==> config.mk <==
export PLATFORM = sky130hd
export DESIGN_NAME = dac_sample_sequencer
export DESIGN_NICKNAME = d
export VERILOG_FILES = /design/src/rtl/dac_sample_sequencer.sv
export SDC_FILE = /design/constraint.sdc
export NUM_CORES = 1
export LEC_CHECK = 0
export BUFFER_PORTS_ARGS = -buffer_cell sky130_fd_sc_hd__buf_2
export CORE_AREA = 2 2 146 205
export CTS_BUF_LIST = sky130_fd_sc_hd__clkbuf_8
export DETAILED_ROUTE_END_ITERATION = 8
export DIE_AREA = 0 0 148 207
export PLACE_DENSITY_LB_ADDON = 0.2
export SLEW_MARGIN = 10
export SYNTH_ARGS = -nofsm -noshare
export SYNTH_HDL_FRONTEND = slang
export SYNTH_SLANG_ARGS = --single-unit
export TNS_END_PERCENT = 20
==> constraint.sdc <==
create_clock -name clk -period 7.1 [get_ports clk]
set_clock_uncertainty 0.15 [all_clocks]
set_input_delay 0.71 -clock clk [delete_from_list [all_inputs] [get_ports clk]]
set_output_delay 0.71 -clock clk [all_outputs]
set_load 0.02 [all_outputs]
==> src/rtl/dac_sample_sequencer.sv <==
// dac_sample_sequencer: FIFO-fed sample sequencer with rate divider and click-free mute fade for a sigma-delta DAC
//   clk, reset          : clock, synchronous active-high reset
//   s_data/s_valid/s_ready : sample input stream (excess 2**MSBI code)
//   div                 : tick period is div+1 clocks
//   mute, underrun_clr  : fade-to-midscale request, sticky underrun clear
//   dac_in, tick, underrun, muted : registered DAC code, rate strobe, status
module dac_sample_sequencer #(
  parameter int MSBI       = 17,
  parameter int DEPTH_LOG2 = 2,
  parameter int DIV_W      = 16
) (
  input  logic             clk,
  input  logic             reset,
  input  logic [MSBI:0]    s_data,
  input  logic             s_valid,
  output logic             s_ready,
  input  logic [DIV_W-1:0] div,
  input  logic             mute,
  input  logic             underrun_clr,
  output logic [MSBI:0]    dac_in,
  output logic             tick,
  output logic             underrun,
  output logic             muted
);
  localparam logic [MSBI:0] MID = {1'b1, {MSBI{1'b0}}};
  localparam logic [DEPTH_LOG2:0] DEPTH = (DEPTH_LOG2+1)'(2**DEPTH_LOG2);
  typedef enum logic [1:0] {RUN, FADE_OUT, MUTED, FADE_IN} state_t;
  state_t r_state, w_state_nx;
  logic [DIV_W-1:0] r_cnt;
  logic [DEPTH_LOG2:0] r_wr, r_rd;
  logic [MSBI:0] r_mem [2**DEPTH_LOG2];
  logic [MSBI:0] r_cur;
  logic [8:0] r_gain, w_gain_nx;
  logic w_push, w_pop, w_empty, w_dn, w_up;
  logic signed [MSBI+1:0] w_diff;
  logic signed [MSBI+11:0] w_prod;
  assign tick = !reset && r_cnt >= div;
  assign w_empty = r_wr == r_rd;
  assign s_ready = (r_wr - r_rd) != DEPTH;
  assign w_push = s_valid && s_ready;
  // emptiness is judged before this cycle's push, so a fresh write is never popped on the same tick
  assign w_pop = tick && !w_empty;
  assign muted = r_state == MUTED;
  assign w_diff = $signed({1'b0, r_cur}) - $signed({1'b0, MID});
  assign w_prod = w_diff * $signed({1'b0, r_gain});
  always_ff @(posedge clk)
    if (w_push) r_mem[r_wr[DEPTH_LOG2-1:0]] <= s_data;
  always_ff @(posedge clk) begin
    if (reset) begin
      r_cnt    <= '0;
      r_wr     <= '0;
      r_rd     <= '0;
      r_cur    <= MID;
      underrun <= 1'b0;
      dac_in   <= MID;
    end else begin
      r_cnt    <= tick ? '0 : r_cnt + 1'b1;
      r_wr     <= w_push ? r_wr + 1'b1 : r_wr;
      r_rd     <= w_pop ? r_rd + 1'b1 : r_rd;
      r_cur    <= w_pop ? r_mem[r_rd[DEPTH_LOG2-1:0]] : r_cur;
      underrun <= (tick && w_empty) || (underrun && !underrun_clr);
      dac_in   <= MID + (MSBI+1)'(w_prod >>> 8);
    end
  end
  always_ff @(posedge clk) begin
    if (reset) begin
      r_state <= MUTED;
      r_gain  <= '0;
    end else begin
      r_state <= w_state_nx;
      r_gain  <= w_gain_nx;
    end
  end
  // gain steps toward the mute target; the state follows from where the step lands
  always_comb begin
    w_state_nx = r_state;
    w_gain_nx  = r_gain;
    w_dn       = mute && r_state != MUTED;
    w_up       = !mute && r_state != RUN;
    if (tick && (w_dn || w_up)) begin
      w_gain_nx  = w_dn ? r_gain - 9'd1 : r_gain + 9'd1;
      w_state_nx = w_gain_nx == 9'd0 ? MUTED : w_gain_nx == 9'd256 ? RUN : w_dn ? FADE_OUT : FADE_IN;
    end
  end
endmodule

==> metrics.txt, run 1 <==
total half-perimeter wirelength after legalization and detailed placement 17.4 mm; Leak Pwr 5.93 nW; number of setup buffers added after CTS 0; fraction of synthesized cell area taken by the top area cell type 22.7%; pin count of the biggest net entering global routing 35; Total Routing Usage GR 15.9%; initial core utilization 39.3%; peak ir drop on the vdd network 0.115 mV; clock latency on the worst-skew pair 460 ps; maximum clock insertion buffer count 2; required time worst endpoint 7300 ps; type of the worst setup path reg2reg; start point of the worst hold path s_data[16]; cell area power density 128 mW/mm2; CP startpoint kind flop; TritonCTS clock tree built; Routed Antenna Nets 0; pins over their slew limit 0; post-synth design cell area 0.0114 mm2; Root Buffer sky130_fd_sc_hd__clkbuf_8; final global-route overflow total 0; fmax 0.163 GHz; fraction of the yosys area taken by sequential cells 31.4%; cells taking the most area after synthesis sky130_fd_sc_hd__fa_1, sky130_fd_sc_hd__edfxtp_1, sky130_fd_sc_hd__dfxtp_1; clock transition at the registers of the reported paths 90 ps; Yosys reg bits 142; final hold vios 0; Placer Congestion 0.842; number of placement rows 74; logic depth of the worst register-to-register path 16; total number of nets in the final design 1383; detail-routed net length per standard cell 15.0 um; number of hold buffers added after CTS 0; cell seen most often among critical-path stages sky130_fd_sc_hd__fa_1; Max-Cap Viols 0; die area 0.0306 mm2; reg-to-reg slack, setup 980 ps; count of pins on the block boundary 61; Period Utilization, post-route 86.2%; length of the first detailed-routing pass in iterations 4; outcome complete, no violations; cell type of the slowest stage on the worst timing path sky130_fd_sc_hd__dfxtp_1; number of cells upsized or downsized after cts 0; worst reg2reg endpoint dac_in[13]; shortest clock period the worst path allows after layout 6120 ps; core box area 0.0289 mm2; drc violations 0; cell type with the highest aggregate area in the netlist sky130_fd_sc_hd__fa_1; hold depth 1; Top delay family on crit path adder cells; vias in the first global route 7980; proportion of layout cells with a drive suffix above 1 11.1%; total power draw 0.00158 W; clock net sink count 142; highest net fanout along the worst path 20; Avg Cell Area, Syn 10.4 um2; starting DRC count in detailed routing 234; slew at the pin closest to its max-slew limit 1050 ps; count of different cell masters after synthesis 53; worst slew margin relative to its limit 29.7%; Worst Hold End r_mem[3][16]; final total negative setup slack 0 ps; Die W 148 um; setup-violating endpoint count in the final report 0; worst path bufs/invs 3; count of mapped cells out of synthesis 1089; highest cell delay on the worst timing path 810 ps; arrival time at the worst endpoint 6320 ps; antenna diode count 0; via count 7324; launching point of the worst reg2reg path r_gain[6]; Post-synth EDFFs 72; number of buffers created by CTS 17; RSZ-0062 raised after global routing false; number of antenna violations at the first check in global routing 0; synthesis-to-layout area growth 9.03%; wire length of the first global-routing pass 39.1 mm; type of destination of the critical path flop; PortBufs 60; ys flop type sky130_fd_sc_hd__edfxtp_1; post-synthesis net count 1343; number of warnings printed during yosys synthesis 0; type of the tightest min-delay check in2reg; number of H-tree levels 4; number of vias per cell after detailed routing 4.81; cell breakdown of the critical path nand2_1 -> fa_1 -> inv_1 -> fa_1 -> fa_1 -> fa_1 -> inv_1 -> fa_1 -> inv_1 -> ha_1 -> a2111o_1 -> or3_1 -> o21ai_2 -> o31ai_4 -> a31oi_1 -> mux2_1; Routed Wire Length 22.8 mm; Chip Height 207 um; FFs w/ async S/R, synth 0%
[logic make-up (layout without fill, tap and decap cells)]
logic type / Yosys count / after routing / synth area share (%)
flip-flops: 142 / 142 / 31.4
adder cells (fa/ha/maj): 215 / 215 / 32.2
XOR/XNOR: 47 / 47 / 3.63
AND/OR/NAND/NOR: 331 / 331 / 14.3
multiplexers: 40 / 40 / 5.54
buffers and inverters: 224 / 277 / 7.52
AO/OA/AOI/OAI: 90 / 90 / 5.37
[cell usage after synthesis, drive strengths merged (22+ instances only)]
library cell	number
ha	86
fa	129
o21ai	22
a21oi	25
inv	175
edfxtp	72
and2	72
nand2	99
xnor2	29
nor2	75
dfxtp	70
clkbuf	41
[flip-flops by register name, indices dropped and copies added (netlist names)]
| signal | count |
|---|---|
| r_rd | 3 |
| r_gain | 9 |
| underrun | 1 |
| r_state | 2 |
| dac_in | 18 |
| r_cur | 18 |
| r_mem | 72 |
| r_wr | 3 |
| r_cnt | 16 |
[worst max-delay path by stage]
stage | depth (start not counted) | to | startpoint
finish | 16 | dac_in[13] | r_gain[6]
global route | 16 | dac_in[13] | r_gain[6]
CTS | 16 | dac_in[13] | r_gain[5]
detailed placement | 16 | dac_in[13] | r_gain[3]
global placement | 16 | dac_in[13] | r_gain[6]
floorplan | 18 | dac_in[13] | r_gain[3]
[layout by cell type (no fill, tap or decap), types with 10 or more instances in the layout]
cell type / count
sky130_fd_sc_hd__inv_1: 175
sky130_fd_sc_hd__fa_1: 129
sky130_fd_sc_hd__nand2_1: 99
sky130_fd_sc_hd__ha_1: 86
sky130_fd_sc_hd__nor2_1: 75
sky130_fd_sc_hd__edfxtp_1: 72
sky130_fd_sc_hd__and2_1: 71
sky130_fd_sc_hd__dfxtp_1: 70
sky130_fd_sc_hd__buf_2: 60
sky130_fd_sc_hd__xnor2_1: 29
sky130_fd_sc_hd__a21oi_1: 25
sky130_fd_sc_hd__nand3_1: 20
sky130_fd_sc_hd__o21ai_0: 20
sky130_fd_sc_hd__mux2i_1: 19
sky130_fd_sc_hd__mux4_2: 18
sky130_fd_sc_hd__xor2_1: 18
sky130_fd_sc_hd__clkbuf_8: 17
sky130_fd_sc_hd__nand2b_1: 11
sky130_fd_sc_hd__and3_1: 11
sky130_fd_sc_hd__buf_4: 10
[cell type report]
cell class	instances	area (um2)
clock inverters	15	136
inverters	175	657
multi-input cells	723	6940
fillers	2811	16500
flip-flops and latches	142	3560
well taps	380	475
clock buffers	17	234
repair buffers	70	375
[power by group]
group | internal (W) | switching (W)
registers | 0.000885 | 0.00000701
logic | 0.0000279 | 0.0000409
clock network | 0.000280 | 0.000341
[stage by stage]
step	utilization (%)	instances	setup slack [ps]	hold WS, ps	cell area [um2]
2_1_floorplan	-	1089	1220	287	11400
3_3_place_gp	41.6	1490	1060	311	12000
3_5_place_dp	41.6	1490	1000	315	12000
4_1_cts	42.9	1522	976	285	12400
5_1_grt	42.9	1522	708	290	12400
6_report	42.9	1522	980	310	12400
[layer usage]
layer | share of wire, % | vias up | global-route usage (%)
li1 | - | 3588 | -
met4 | 1.2 | 0 | 3.97
met5 | 0 | - | 0
met2 | 52 | 97 | 29.0
met3 | 2.8 | 20 | 2.67
met1 | 44 | 3619 | 19.5
Power figures use the tool's default switching activity.
==> run 2, diff against run 1 <==
==> constraint.sdc (replaced) <==
create_clock -name clk -period 7.1 [get_ports clk]
set_clock_uncertainty 0.15 [all_clocks]
set_input_delay 1.42 -clock clk [delete_from_list [all_inputs] [get_ports clk]]
set_output_delay 1.42 -clock clk [all_outputs]
set_load 0.02 [all_outputs]
==> run 2 against run 1 <==
  * Worst setup slack got worse by 9.8 ps
  * Flip-flop and latch count unchanged
  * Critical path depth unchanged
  * Wire length increased by 1.7%
  * Worst hold slack improved by 14 ps
  * Count of clock-buffer cells in the layout unchanged
  * Non-clock buffer count increased by 1
  * Largest power group unchanged
  * Final cell count increased by 0.13%
  * Critical path type unchanged
==> metrics.txt, run 2 (same netlist as run 1, synthesis figures left out) <==
number of hold buffers added after CTS 0; number of fill cells 2851; Total Routing Usage GR 16.2%; type of destination of the critical path flop; CP startpoint kind flop; detail-routed net length per standard cell 15.2 um; core box area 0.0289 mm2; cell seen most often among critical-path stages sky130_fd_sc_hd__fa_1; Leak Pwr 5.96 nW; arrival time at the worst endpoint 6320 ps; worst path bufs/invs 3; RSZ-0062 raised after global routing false; highest net fanout along the worst path 20; clock net sink count 142; final hold vios 0; Routed Antenna Nets 0; clock transition at the registers of the reported paths 90 ps; number of H-tree levels 4; max FFs per register 72; starting DRC count in detailed routing 301; proportion of layout cells with a drive suffix above 1 10.7%; vias in the first global route 8072; Period Utilization, post-route 86.3%; slew at the pin closest to its max-slew limit 1070 ps; pins over their slew limit 0; total number of nets in the final design 1384; length of the first detailed-routing pass in iterations 5; outcome complete, no violations; wire length of the first global-routing pass 39.8 mm; worst reg2reg endpoint dac_in[13]; required time worst endpoint 7290 ps; start point of the worst hold path underrun; leading cell type in the layout, fill and taps excluded sky130_fd_sc_hd__inv_1; Max-Cap Viols 0; cell breakdown of the critical path nand2_1 -> fa_1 -> inv_1 -> fa_1 -> fa_1 -> fa_1 -> inv_1 -> fa_1 -> inv_1 -> ha_1 -> a2111o_1 -> or3_1 -> o21ai_2 -> o31ai_4 -> a31oi_1 -> mux2_1; number of cells upsized or downsized after cts 0; number of antenna violations at the first check in global routing 1; number of buffers created by CTS 17; most frequent cells in the layout sky130_fd_sc_hd__inv_1, sky130_fd_sc_hd__fa_1, sky130_fd_sc_hd__nand2_1, sky130_fd_sc_hd__ha_1, sky130_fd_sc_hd__nor2_1; die area 0.0306 mm2; number of vias per cell after detailed routing 4.85; number of setup buffers added after CTS 0; Worst Hold End underrun; initial core utilization 39.3%; fmax 0.163 GHz; type of the worst setup path reg2reg; Final Cell Area 0.0124 mm2; final global-route overflow total 0; logic depth of the worst register-to-register path 16; shortest clock period the worst path allows after layout 6130 ps; launching point of the worst reg2reg path r_gain[3]; final total negative setup slack 0 ps; worst slew margin relative to its limit 29.0%; Die W 148 um; Top delay family on crit path adder cells; setup-violating endpoint count in the final report 0; PortBufs 60; drc violations 0; cell type of the slowest stage on the worst timing path sky130_fd_sc_hd__dfxtp_1; pin count of the biggest net entering global routing 35; core occupancy in the finished layout 42.9%; via count 7392; Routed Wire Length 23.2 mm; highest cell delay on the worst timing path 820 ps; total power draw 0.00158 W; peak ir drop on the vdd network 0.112 mV; type of the tightest min-delay check reg2reg; reg-to-reg slack, setup 970 ps; Placed Area 0.0120 mm2; TritonCTS clock tree built; Chip Height 207 um; Placer Congestion 0.849; number of placement rows 74; maximum clock insertion buffer count 2; total half-perimeter wirelength after legalization and detailed placement 17.8 mm; clock latency on the worst-skew pair 450 ps; count of pins on the block boundary 61; Root Buffer sky130_fd_sc_hd__clkbuf_8; hold depth 2; synthesis-to-layout area growth 9.09%; cell area power density 128 mW/mm2
-- run 2: cell type report --
class	count	area [um2]	share of cell area, %
inverter	175	657	5.30
multi-input combinational	723	6940	56.0
clock inverter	15	134	1.08
sequential	142	3560	28.8
tap	380	475	3.84
antenna	1	2.50	0.0202
timing repair buffer	71	383	3.09
clock buffer	17	234	1.89
-- run 2: worst max-delay path by stage --
stage / startpoint / endpoint / slack (ps) / cells after the start
floorplan: r_gain[3] / dac_in[13] / 1220 / 18
global placement: r_gain[6] / dac_in[13] / 1070 / 16
detailed placement: r_gain[3] / dac_in[13] / 970 / 16
CTS: r_gain[3] / dac_in[13] / 950 / 16
global route: r_gain[3] / dac_in[13] / 680 / 16
finish: r_gain[3] / dac_in[13] / 970 / 16
-- run 2: through the flow --
| step | setup slack, ps | hold WS, ps | instances |
|---|---|---|---|
| final | 970 | 325 | 1524 |
| after floorplan | 1220 | 287 | 1089 |
| after CTS | 951 | 332 | 1523 |
| after global routing | 683 | 358 | 1524 |
| after global placement | 1070 | 310 | 1491 |
| after detailed placement | 965 | 316 | 1491 |
-- run 2: worst reg2reg max path, stage by stage, from the launching register on --
cell and delay (ps):
sky130_fd_sc_hd__dfxtp_1 820, sky130_fd_sc_hd__nand2_1 190, sky130_fd_sc_hd__fa_1 570, sky130_fd_sc_hd__inv_1 50, sky130_fd_sc_hd__fa_1 510, sky130_fd_sc_hd__fa_1 440, sky130_fd_sc_hd__fa_1 550, sky130_fd_sc_hd__inv_1 50
sky130_fd_sc_hd__fa_1 530, sky130_fd_sc_hd__inv_1 40, sky130_fd_sc_hd__ha_1 350, sky130_fd_sc_hd__a2111o_1 480, sky130_fd_sc_hd__or3_1 380, sky130_fd_sc_hd__o21ai_2 250, sky130_fd_sc_hd__o31ai_4 120, sky130_fd_sc_hd__a31oi_1 210
sky130_fd_sc_hd__mux2_1 330
-- run 2: power breakdown --
part	switching, W	internal [W]	leakage (nW)	total [W]
clock network	0.000316	0.000306	0.202	0.000621
logic	0.0000411	0.0000283	4.53	0.0000694
registers	0.00000695	0.000886	1.23	0.000892
-- run 2: metal layers --
metal  wire, um  global-route usage [%]  vias to the layer above
met5          0                       0                        -
met4        278                    4.37                        0
met3        602                    2.29                       16
met2      12200                    29.7                       89
met1      10100                    19.8                     3699
li1           -                       -                     3588
